<file path="config.mk">
export PLATFORM = sky130hd
export DESIGN_NAME = float_mul_requester
export DESIGN_NICKNAME = d
export VERILOG_FILES = /design/src/rtl/float_mul_requester.sv
export SDC_FILE = /design/constraint.sdc
export NUM_CORES = 1
export LEC_CHECK = 0
export CORE_MARGIN = 2
export CORE_UTILIZATION = 40
export DETAILED_ROUTE_END_ITERATION = 10
export PLACE_DENSITY = 0.77
export SKIP_CTS_REPAIR_TIMING = 1
export SLEW_MARGIN = 20
export SYNTH_ARGS = -nofsm -noshare
export SYNTH_HDL_FRONTEND = slang
export SYNTH_SLANG_ARGS = --single-unit
</file>
<file path="constraint.sdc">
create_clock -name clk -period 3.5 [get_ports clk]
set_input_delay 1.05 -clock clk [delete_from_list [all_inputs] [get_ports clk]]
set_output_delay 1.05 -clock clk [all_outputs]
set_load 0.005 [all_outputs]
</file>
<file path="src/rtl/float_mul_requester.sv">
// Initiator side of the float unit four-phase req/ack handshake: takes operand
// pairs from a valid/ready command port and returns each product (or abort) downstream.
module float_mul_requester #(
    parameter int float_width    = 32,
    parameter int timeout_cycles = 35,
    parameter int count_width    = 16
) (
    input  logic                   clk,
    input  logic                   rst,
    input  logic                   cmd_valid,
    output logic                   cmd_ready,
    input  logic [float_width-1:0] cmd_a,
    input  logic [float_width-1:0] cmd_b,
    output logic                   mul_req,
    input  logic                   mul_ack,
    output logic [float_width-1:0] mul_a,
    output logic [float_width-1:0] mul_b,
    input  logic [float_width-1:0] mul_out,
    output logic                   res_valid,
    input  logic                   res_ready,
    output logic [float_width-1:0] res_out,
    output logic                   res_timeout,
    output logic [count_width-1:0] op_count
);

    localparam logic [1:0] IDLE    = 2'd0;
    localparam logic [1:0] REQ     = 2'd1;
    localparam logic [1:0] RELEASE = 2'd2;
    localparam logic [1:0] RESP    = 2'd3;

    localparam int                    cnt_width = $clog2(timeout_cycles + 1);
    localparam logic [cnt_width-1:0]  cnt_last  = cnt_width'(timeout_cycles - 1);

    logic [1:0]           state;
    logic [cnt_width-1:0] wait_cnt;

    // Gating with rst keeps the upstream port closed for the whole reset period.
    assign cmd_ready = rst && (state == IDLE);
    assign res_valid = (state == RESP);

    always_ff @(posedge clk or negedge rst) begin
        if (!rst) begin
            state       <= IDLE;
            wait_cnt    <= '0;
            mul_req     <= 1'b0;
            mul_a       <= '0;
            mul_b       <= '0;
            res_out     <= '0;
            res_timeout <= 1'b0;
            op_count    <= '0;
        end else begin
            case (state)
                IDLE: begin
                    if (cmd_valid && cmd_ready) begin
                        mul_a    <= cmd_a;
                        mul_b    <= cmd_b;
                        mul_req  <= 1'b1;
                        wait_cnt <= '0;
                        state    <= REQ;
                    end
                end
                // An ack in the final wait cycle is checked first, so it beats the timeout.
                REQ: begin
                    if (mul_ack) begin
                        res_out     <= mul_out;
                        res_timeout <= 1'b0;
                        mul_req     <= 1'b0;
                        wait_cnt    <= '0;
                        state       <= RELEASE;
                    end else if (wait_cnt == cnt_last) begin
                        res_out     <= '0;
                        res_timeout <= 1'b1;
                        mul_req     <= 1'b0;
                        wait_cnt    <= '0;
                        state       <= RELEASE;
                    end else begin
                        wait_cnt <= wait_cnt + 1'b1;
                    end
                end
                RELEASE: begin
                    if (!mul_ack) begin
                        state <= RESP;
                    end else if (wait_cnt == cnt_last) begin
                        res_timeout <= 1'b1;
                        state       <= RESP;
                    end else begin
                        wait_cnt <= wait_cnt + 1'b1;
                    end
                end
                RESP: begin
                    if (res_ready) begin
                        if (!res_timeout) begin
                            op_count <= op_count + 1'b1;
                        end
                        state <= IDLE;
                    end
                end
                default: state <= IDLE;
            endcase
        end
    end

endmodule
</file>
==> impl_metrics.yaml <==
status:
  status: "finished clean"
min_path:
  hold_depth: 1
  min_from: "op_count[15]"
  hp-class: "reg -> reg"
  min_to: "op_count[15]"
clock_network:
  htreeDepth: 4
  clkLatencyLatePin_ps: 410
  cts_tree: "yes"
  cts_buffer_depth: 2
  cts_buffers: 17
  root_buffer: "clkbuf_16"
  numClockSinks: 122
  cts.clk_slew.worst_paths_ps: 50
power_and_ir_drop:
  power_mw: 6.51
  ir_drop_mv: 0.404
  power.density_nw_per_um2: 834
  p_leak_nw: 3.36
layout:
  antenna_cells: 0
  final_layout_size_suffix_gt1_frac: 0.198
  syn_to_final_growth_pct: 58.1
  finalInstanceArea_um2: 7800
  nNetsFinal: 673
  final_cells: 723
route:
  detail-route-antenna-nets: 0
  drc_errors: 0
  wl_per_cell_um: 17.5
  drt_pass1_iterations: 4
  drt_wl_total_um: 12600
  vias: 3658
  vias_per_cell: 5.06
  drtIter0Drc: 205
setup_path:
  crit_start: "rst"
  cp_data_required_time_ps: 2450
  path_buf_inv: 2
  crit_path_end_kind: "output port"
  timing.rr.end: "wait_cnt[1]"
  r2r_cells: 6
  path_class: "in -> out"
  reg2reg_from: "state[1]"
  cpPeakStageDelay_ps: 500
  path_cells: "buf_4 -> and2_1 -> clkdlybuf4s50_1"
  cp-start-kind: "input pin"
  path_max_fanout: 3
  cp.arrival_ps: 1810
  r2r_slack_ps: 1410
  cp_top_family: "buffers and inverters"
  cp_slowest_cell: "clkdlybuf4s50_1"
global_route:
  track_usage: 0.191
  grt_max_degree: 74
  grt_overflow: 0
  antenna_found_initial: 0
  grt_pass1_vias: 3685
  grt_pass1_wl_um: 19300
placed_design:
  place_area_um2: 7260
  place_congestion: 0.813
  io_buffers: 216
  dpl.cell_count: 692
  hpwl_um: 9120
sta:
  slew_viol_final: 0
  layout_min_cycle_time_ps: 2860
  rsz0062_at_grt: "no"
  hold_violations: 0
  relSlewSlack: 0.395
  timing.fmax_ghz: 0.349
  setup_viol: 0
  setup_tns_ps: 0
  tightest_slew_ps: 907
  skew_ps: 5.85
  fin_crit_sh: 0.818
  whs_ps: 476
floorplan:
  die_y_um: 115
  rows: 40
  initial_core_util: 0.411
  ios: 217
  core-area_um2: 12000
  dieArea_um2: 13200
  die_w_um: 115
synthesis:
  netlist_area_um2: 4940
  syn_nets: 448
  synth_top_area_frac: 0.619
  synth_largest_area_cell: "dfrtp_1"
  yosys-top-cells-area: "dfrtp_1 (62%), mux2_2 (15%), a22o_1 (5.7%)"
  synth-seq-cells: 122
  ys_warn_count: 0
  synth_cells: 339
  async_reset_ff_frac: 1.00
  ys.flop_type: "dfrtp_1"
  yosysMostFrequentCell: "dfrtp_1"
  ys_seq_area_frac: 0.619
  synth.avg_cell_area_um2: 14.6
  synth_edf_count: 0
  yosysUniqueCellTypes: 45
  synth_common_cells: "dfrtp_1 (122), mux2_2 (67), a22o_1 (32)"
job:
  max_cap_violations: 0
## power breakdown
group          leakage (nW)  total (mW)  internal, mW  switching [mW]
logic                  1.58        2.57          1.70           0.870
clock network         0.269        1.60          1.02           0.579
registers              1.52        2.34          2.01           0.326
## metrics by stage
step           utilization  worst slack [ps]
3_5_place_dp         0.604               553
2_1_floorplan            -              1250
6_report             0.650               636
4_1_cts              0.650               630
5_1_grt              0.650               551
3_3_place_gp         0.604               601
## layer usage
layer | vias to the layer above | routed length, um | track usage
met4 | 0 | 253 | 0.0803
met3 | 22 | 903 | 0.0590
met5 | - | 0 | 0
met1 | 1798 | 5130 | 0.235
met2 | 146 | 6340 | 0.313
li1 | 1692 | - | -
## logic make-up after synthesis
family                   synth area share
flip-flops                          0.619
multiplexers                        0.155
AO/OA/AOI/OAI                       0.105
AND/OR/NAND/NOR                    0.0542
buffers and inverters              0.0208
XOR/XNOR                           0.0266
adder cells (fa/ha/maj)            0.0203
## state kept, by name, indices dropped and copies added, names as in the netlist
signal,cells
mul_a,32
mul_b,32
mul_req,1
op_count,16
res_out,32
res_timeout,1
state,2
wait_cnt,6
## layout make-up
| type | count | area (um2) |
|---|---|---|
| repair buffers | 221 | 2210 |
| multi-input cells | 195 | 1780 |
| flip-flops and latches | 122 | 3050 |
| well taps | 147 | 184 |
| fillers | 920 | 4210 |
| clock buffers | 23 | 478 |
| clock inverters | 8 | 70.1 |
| inverters | 7 | 26.3 |
## worst max path at each step
stage             endpoint  slack (ps)  cells after the start
5_1_grt          cmd_ready         550                      4
2_1_floorplan    cmd_ready        1250                      1
3_3_place_gp   wait_cnt[1]         600                      5
6_report         cmd_ready         640                      3
3_5_place_dp   wait_cnt[1]         550                      5
4_1_cts          cmd_ready         630                      4
## cells in the final DEF (no fill, tap or decap), types with 3 or more instances in the layout
master	n
a21oi_1	4
a22o_1	32
a32o_1	3
and3_1	5
buf_4	5
clkbuf_1	3
clkbuf_16	17
clkbuf_8	3
clkdlybuf4s50_1	215
clkinv_2	5
dfrtp_1	122
ha_1	8
inv_1	7
mux2_2	67
nand2_1	6
nand3_1	5
nand4_1	4
nor2_1	6
nor2b_1	4
o221ai_1	3
xnor2_1	11
xor2_1	4
## worst reg2reg max path: stages, from the launching register on
cell,delay [ps]
dfrtp_1,390
inv_1,90
ha_1,210
a21boi_0,220
or2_2,370
a21oi_1,310
mux2_2,380
(Power assumes the default switching activity.)
